$ cat src/rtl/instruction_fetch_stage.sv
// MIPS IF stage: owns the PC, drives the instruction memory address and captures IF/ID.
// Optional macro IF_PC_WRAP_EN confines the PC to the IM_BYTES instruction memory window.
module instruction_fetch_stage #(
  parameter logic [31:0] RESET_PC = 32'h0000_0000,
  parameter int unsigned IM_BYTES = 4096
) (
  input  logic        clk,
  input  logic        rst_n,
  input  logic        stall,
  input  logic        flush,
  input  logic        redirect,
  input  logic [31:0] redirect_pc,
  input  logic [31:0] im_data,
  output logic [31:0] im_addr,
  output logic [31:0] pc,
  output logic [31:0] if_id_instr,
  output logic [31:0] if_id_pc4,
  output logic        if_id_valid
);

  // state      | meaning
  // RESET_FILL | first cycle after reset: RESET_PC is presented, IF/ID stays a bubble
  // RUN        | normal fetch with stall / flush / redirect handling
  typedef enum logic {
    S_RESET_FILL = 1'b0,
    S_RUN        = 1'b1
  } state_t;

  state_t      state_q, state_d;
  logic [31:0] pc_q, pc_d;
  logic [31:0] instr_q, instr_d;
  logic [31:0] pc4_q, pc4_d;
  logic        valid_q, valid_d;

  logic [31:0] pc_plus4;
  logic [31:0] seq_pc;
  logic [31:0] tgt_pc;
  logic        unused_tgt_low;

  if (RESET_PC[1:0] != 2'b00) begin : g_bad_reset_pc
    $error("RESET_PC must be word-aligned");
  end

  assign pc_plus4       = pc_q + 32'd4;
  assign unused_tgt_low = ^redirect_pc[1:0];

`ifdef IF_PC_WRAP_EN
  localparam logic [31:0] PC_MASK = 32'(IM_BYTES - 1);

  if ((IM_BYTES < 4) || ((IM_BYTES & (IM_BYTES - 1)) != 0)) begin : g_bad_im_bytes
    $error("IM_BYTES must be a power of two of at least 4");
  end

  assign seq_pc = pc_plus4 & PC_MASK;
  assign tgt_pc = {redirect_pc[31:2], 2'b00} & PC_MASK;
`else
  if ((IM_BYTES < 4) || ((IM_BYTES & (IM_BYTES - 1)) != 0)) begin : g_bad_im_bytes
    $error("IM_BYTES must be a power of two of at least 4");
  end

  assign seq_pc = pc_plus4;
  assign tgt_pc = {redirect_pc[31:2], 2'b00};
`endif

  always_comb begin
    state_d = state_q;
    pc_d    = pc_q;
    instr_d = instr_q;
    pc4_d   = pc4_q;
    valid_d = valid_q;
    case (state_q)
      S_RESET_FILL: begin
        state_d = S_RUN;
        instr_d = 32'h0000_0000;
        pc4_d   = 32'h0000_0000;
        valid_d = 1'b0;
      end
      default: begin
        if (redirect)   pc_d = tgt_pc;
        else if (!stall) pc_d = seq_pc;

        // redirect squashes the wrong-path word fetched this cycle
        if (redirect || flush) begin
          instr_d = 32'h0000_0000;
          pc4_d   = 32'h0000_0000;
          valid_d = 1'b0;
        end else if (!stall) begin
          instr_d = im_data;
          pc4_d   = pc_plus4;
          valid_d = 1'b1;
        end
      end
    endcase
  end

  always_ff @(posedge clk or negedge rst_n) begin
    if (!rst_n) begin
      state_q <= S_RESET_FILL;
      pc_q    <= RESET_PC;
      instr_q <= 32'h0000_0000;
      pc4_q   <= 32'h0000_0000;
      valid_q <= 1'b0;
    end else begin
      state_q <= state_d;
      pc_q    <= pc_d;
      instr_q <= instr_d;
      pc4_q   <= pc4_d;
      valid_q <= valid_d;
    end
  end

  assign pc          = pc_q;
  assign im_addr     = pc_q;
  assign if_id_instr = instr_q;
  assign if_id_pc4   = pc4_q;
  assign if_id_valid = valid_q;

endmodule

$ cat config.mk
export PLATFORM = sky130hd
export DESIGN_NAME = instruction_fetch_stage
export DESIGN_NICKNAME = d
export VERILOG_FILES = /design/src/rtl/instruction_fetch_stage.sv
export SDC_FILE = /design/constraint.sdc
export NUM_CORES = 1
export LEC_CHECK = 0
export BUFFER_PORTS_ARGS = -buffer_cell sky130_fd_sc_hd__buf_2
export CORE_MARGIN = 2
export CORE_UTILIZATION = 30
export DETAILED_ROUTE_END_ITERATION = 16
export GPL_ROUTABILITY_DRIVEN = 0
export PLACE_DENSITY = 0.54
export SLEW_MARGIN = 20
export SYNTH_ARGS = -nofsm -noshare
export SYNTH_HDL_FRONTEND = slang
export SYNTH_SLANG_ARGS = --single-unit
$ cat constraint.sdc
create_clock -name clk -period 6.1 [get_ports clk]
set_input_delay 1.22 -clock clk [delete_from_list [all_inputs] [get_ports clk]]
set_output_delay 1.22 -clock clk [all_outputs]
set_load 0.1 [all_outputs]
* After elaboration in Yosys (flattened, before gate mapping)
Cells that the tools add are included.
** Storage, ports and cells
- Register bits after elaboration :: 98
- Bits of input ports :: 69
- Output and inout port bits :: 129
- Word-level logic and storage cells :: 20
** Operators by class
- Add/sub/neg operators :: 1
- Eq/ne operators :: 2
- Multiplexer cells :: 10
- Reduce and logical (&&, ||, !) cells :: 2
** Operators by type and width (count)
- $mux 32 :: 7
- $add 32x3->32 const B :: 1
- $mux 1 :: 3
- $ne 3x2->1 const B :: 1
- $ne 2x1->1 const B :: 1
- $reduce_and 2->1 :: 1
- $logic_or 1x1->1 :: 1

* Longest topological paths before layout
- Word-level depth :: 4
- Mapped depth :: 7
- Depth with buffers taken out :: 6

* Least setup slack after synthesis
OpenSTA, ideal clock, no wires.
- Path type :: register to register
- From :: reg pc_q[4], in the netlist im_addr[4]
- To :: reg pc4_q[25], in the netlist if_id_pc4[25]
- Setup time :: 0.078 ns
- Data arrival time :: 2.676 ns
- Data required time :: 6.022 ns
- Setup slack :: 3.346 ns
- Cell stages (with the launch flop) :: 7
- Buffers on the path :: 1
- Period minus slack after synthesis :: 2.754 ns
- Cell sequence :: dfrtp_1 buf_2 nand3_1 or4_4 or3_1 xor2_1 a21oi_1
** Between the ends
- Longest elaborated chain between the ends :: 4
** Ends and longest elaborated chain
- from (decl) :: line 30 : logic [31:0] pc_q, pc_d;
- from (signal assigned) :: line 105 : pc_q <= pc_d;
- $add 32x3->32 :: line 44 : assign pc_plus4 = pc_q + 32'd4;
- $mux 32 :: line 87 : end else if (!stall) begin
- $mux 32 :: line 83 : if (redirect || flush) begin
- $mux 32 :: line 71 : case (state_q)
- to (signal assigned) :: line 107 : pc4_q <= pc4_d;
- to (decl) :: line 32 : logic [31:0] pc4_q, pc4_d;
Every way passes these cells. The select of a mux whose other input is x is not followed.
A chain may end at the register's enable or synchronous reset.

* Final worst setup path
- From :: in stall
- To :: reg pc_q[5], in the netlist im_addr[5]
** Between the ends
- Longest elaborated chain between the ends :: 2
** Ends and longest elaborated chain
- from (decl) :: line 9 : input logic stall,
- $ne 2x1->1 (no line)
- $reduce_and 2->1 (no line)
Every way passes these cells.

==> key figures <==
CTS
  – H-tree depth: 3
  – Post-CTS sizing: 0
  – Clk Tree Root Cell: sky130_fd_sc_hd__clkbuf_16
  – CTS tree: yes
  – Clock insertion delay at the later pin of the skew report: 350 ps
  – Number of sinks driven by the clock tree: 95
  – Postcts setup bufs: 0
  – TritonCTS Buffers: 9
  – Hold-fix buffers, CTS: 0
  – Buffer levels on the longest clock path: 2
  – Worst-path clk slew: 70 ps

Floorplan
  – Number of top-level pins: 198
  – Die Area: 17700 µm²
  – Row count: 47
  – Core area: 16400 µm²
  – Chip height: 133 µm
  – Width of the die: 133 µm
  – Initial Util: 0.305

Synthesis
  – EDFF count, synth: 0
  – Synthesized instance count: 530
  – Top-area cell type share of the netlist area: 0.476
  – Cell accounting for the most synthesized area: sky130_fd_sc_hd__dfrtp_1
  – Count leader, synth: sky130_fd_sc_hd__dfrtp_1
  – Async set-or-reset flop fraction in the synthesized netlist: 1.00
  – Top cells by instance count after synthesis: sky130_fd_sc_hd__dfrtp_1 (95), sky130_fd_sc_hd__nor2_1 (60), sky130_fd_sc_hd__a21oi_1 (50), sky130_fd_sc_hd__mux2i_1 (41), sky130_fd_sc_hd__o21ai_0 (39)
  – Distinct cells, synth: 44
  – Number of warnings issued by yosys: 0
  – Leading post-synthesis cells by cell area: sky130_fd_sc_hd__dfrtp_1 (48%), sky130_fd_sc_hd__mux2i_1 (8.2%), sky130_fd_sc_hd__buf_4 (5.3%)
  – Portion of the post-synthesis area used by sequential elements: 0.476
  – Average footprint of a synthesized cell: 9.43 µm²
  – Synthesized flop and latch total: 95
  – Most instantiated flip-flop cell in the synthesis netlist: sky130_fd_sc_hd__dfrtp_1
  – Post-synthesis cell area: 5000 µm²

Drt
  – First-pass DRT Iterations: 5
  – Number of vias per cell: 4.87
  – Total length of routed wires: 14.7 mm
  – Routed len/inst: 16.3 µm
  – Drc violations: 0
  – Antenna violation net count after detailed routing: 0
  – Number of DRC violations after detailed-routing iteration 0: 273
  – Total number of vias: 4385

Timing
  – Headroom to the max-slew limit: 0.301
  – Ratio of final minimum period to clock period: 0.498
  – Final hold vios: 0
  – Highest attainable clock frequency: 329 MHz
  – Final-layout setup total negative slack: 0 ps
  – Clock skew after layout: 7.84 ps
  – Endpoints failing setup: 0
  – Unrepaired setup endpoints after global routing: false
  – Worst slew pin tran: 1050 ps
  – Total count of max-transition violations in the final report: 0
  – Time the final worst path needs with I/O delays and setup: 3040 ps

Placed design
  – Cell area after placement: 5910 µm²
  – I/O Buffers: 191
  – HPWL reported at the end of detailed placement: 10.6 mm

Outcome
  – Result of the run: finished clean

Worst setup path
  – Critical Path End Type: flip-flop
  – Path type of the worst setup path: input pin to flip-flop
  – Worst path arrival time: 3310 ps
  – Maximum fanout encountered on the critical timing path: 47
  – Kind of start point of the critical path: input pin
  – Worst Path Required: 6370 ps

Finish
  – Final cell area excluding filler cells: 6200 µm²
  – Number of nets in the layout: 744
  – Area overhead of the layout relative to synthesis: 24.2%
  – Layout cell share with drive strength beyond 1: 0.327

Run
  – Number of max-capacitance violations reported: 0

Global routing
  – Overflow left after global routing: 0
  – Vias in the first global route: 4124
  – Global-route wire length before repair: 22.9 mm
  – Pin count of the biggest net entering global routing: 62
  – Antenna violations before repair: 1
  – Aggregate global-route resource usage: 0.166

Worst hold path
  – Path type of the worst min-delay path: flip-flop to flip-flop

Power and ir drop
  – Static power due to leakage: 3.09 nW
  – Power density of the placed cells: 348 nW/µm²
  – Worst IR Drop VDD: 0.196 mV
-- registers in the layout, indices dropped and copies added (netlist names) --
signal,flops
if_id_pc4,31
im_addr,30
state_q,1
if_id_valid,1
if_id_instr,32
-- critical path, cell delays in order --
cell and delay, ps:
sky130_fd_sc_hd__buf_2 90, sky130_fd_sc_hd__buf_4 570, sky130_fd_sc_hd__clkinv_1 230, sky130_fd_sc_hd__o21ai_2 850, sky130_fd_sc_hd__o21ai_0 220, sky130_fd_sc_hd__o21ai_0 110
-- final timing paths --
check / start / end / slack [ps] / depth (start not counted)
min in group asynchronous: rst_n / im_addr[28]$_DFFE_PN0P_ / 820 / 1
max: stall / im_addr[5]$_DFFE_PN0P_ / 3060 / 6
min reg2reg: if_id_valid$_DFFE_PN0P_ / if_id_valid$_DFFE_PN0P_ / 480 / 1
min: if_id_valid$_DFFE_PN0P_ / if_id_valid$_DFFE_PN0P_ / 480 / 1
max in group asynchronous: rst_n / if_id_instr[11]$_DFFE_PN0P_ / 4070 / 2
max reg2reg: im_addr[2]$_DFFE_PN0P_ / if_id_pc4[30]$_DFFE_PN0P_ / 3430 / 6
-- cell usage in the layout (no fill, tap or decap), types with 5 or more instances in the layout --
master                        n
sky130_fd_sc_hd__a21oi_1     50
sky130_fd_sc_hd__a22oi_1      6
sky130_fd_sc_hd__a2bb2oi_1    6
sky130_fd_sc_hd__and3_1       8
sky130_fd_sc_hd__buf_2      190
sky130_fd_sc_hd__buf_4        7
sky130_fd_sc_hd__clkbuf_16    9
sky130_fd_sc_hd__conb_1       5
sky130_fd_sc_hd__dfrtp_1     95
sky130_fd_sc_hd__mux2i_1     41
sky130_fd_sc_hd__nand2_1     36
sky130_fd_sc_hd__nand3_1     13
sky130_fd_sc_hd__nand4_1     12
sky130_fd_sc_hd__nor2_1      60
sky130_fd_sc_hd__nor3_1       6
sky130_fd_sc_hd__o21ai_0     39
sky130_fd_sc_hd__o22ai_1     13
sky130_fd_sc_hd__xnor2_1     10
sky130_fd_sc_hd__xor2_1      18
-- area by class of cell --
class / count / area, µm²
fill: 1667 / 10200
sequential: 95 / 2380
multi-input combinational: 365 / 2230
timing repair buffer: 197 / 1000
tap: 220 / 275
clock buffer: 10 / 239
clock inverter: 6 / 53.8
inverter: 6 / 22.5
antenna: 1 / 2.50
-- cells by family after synthesis --
group	count (synthesis)	share of synthesized area
xor+xnor	28	0.0491
flops	95	0.476
buf+inv	73	0.0816
simple gates	159	0.157
other cells	2	0.00150
fa+ha+maj	1	0.00250
compound gates	131	0.150
mux	41	0.0821
-- through the flow --
step | hold slack, ps | total power (W) | instances | worst slack, ps | utilization
detailed placement | 470 | 0.00161 | 883 | 2660 | 0.360
finish | 482 | 0.00216 | 900 | 3060 | 0.378
CTS | 485 | 0.00218 | 899 | 3040 | 0.378
global placement | 462 | 0.00161 | 883 | 2700 | 0.360
global route | 515 | 0.00225 | 899 | 2860 | 0.378
floorplan | 746 | 0.00149 | 533 | 3350 | -
-- report_power, final --
part	switching, W	leakage, nW	internal, W
sequential	0.0000822	1.25	0.000670
combinational	0.000708	1.70	0.000137
clock	0.000268	0.135	0.000294
-- metal layers --
layer / wire (µm) / GRT usage
met1: 6730 / 0.230
met2: 6970 / 0.260
met3: 796 / 0.0322
met4: 221 / 0.0550
met5: 0 / 0
Note: power is estimated with default switching activity, not from simulation.
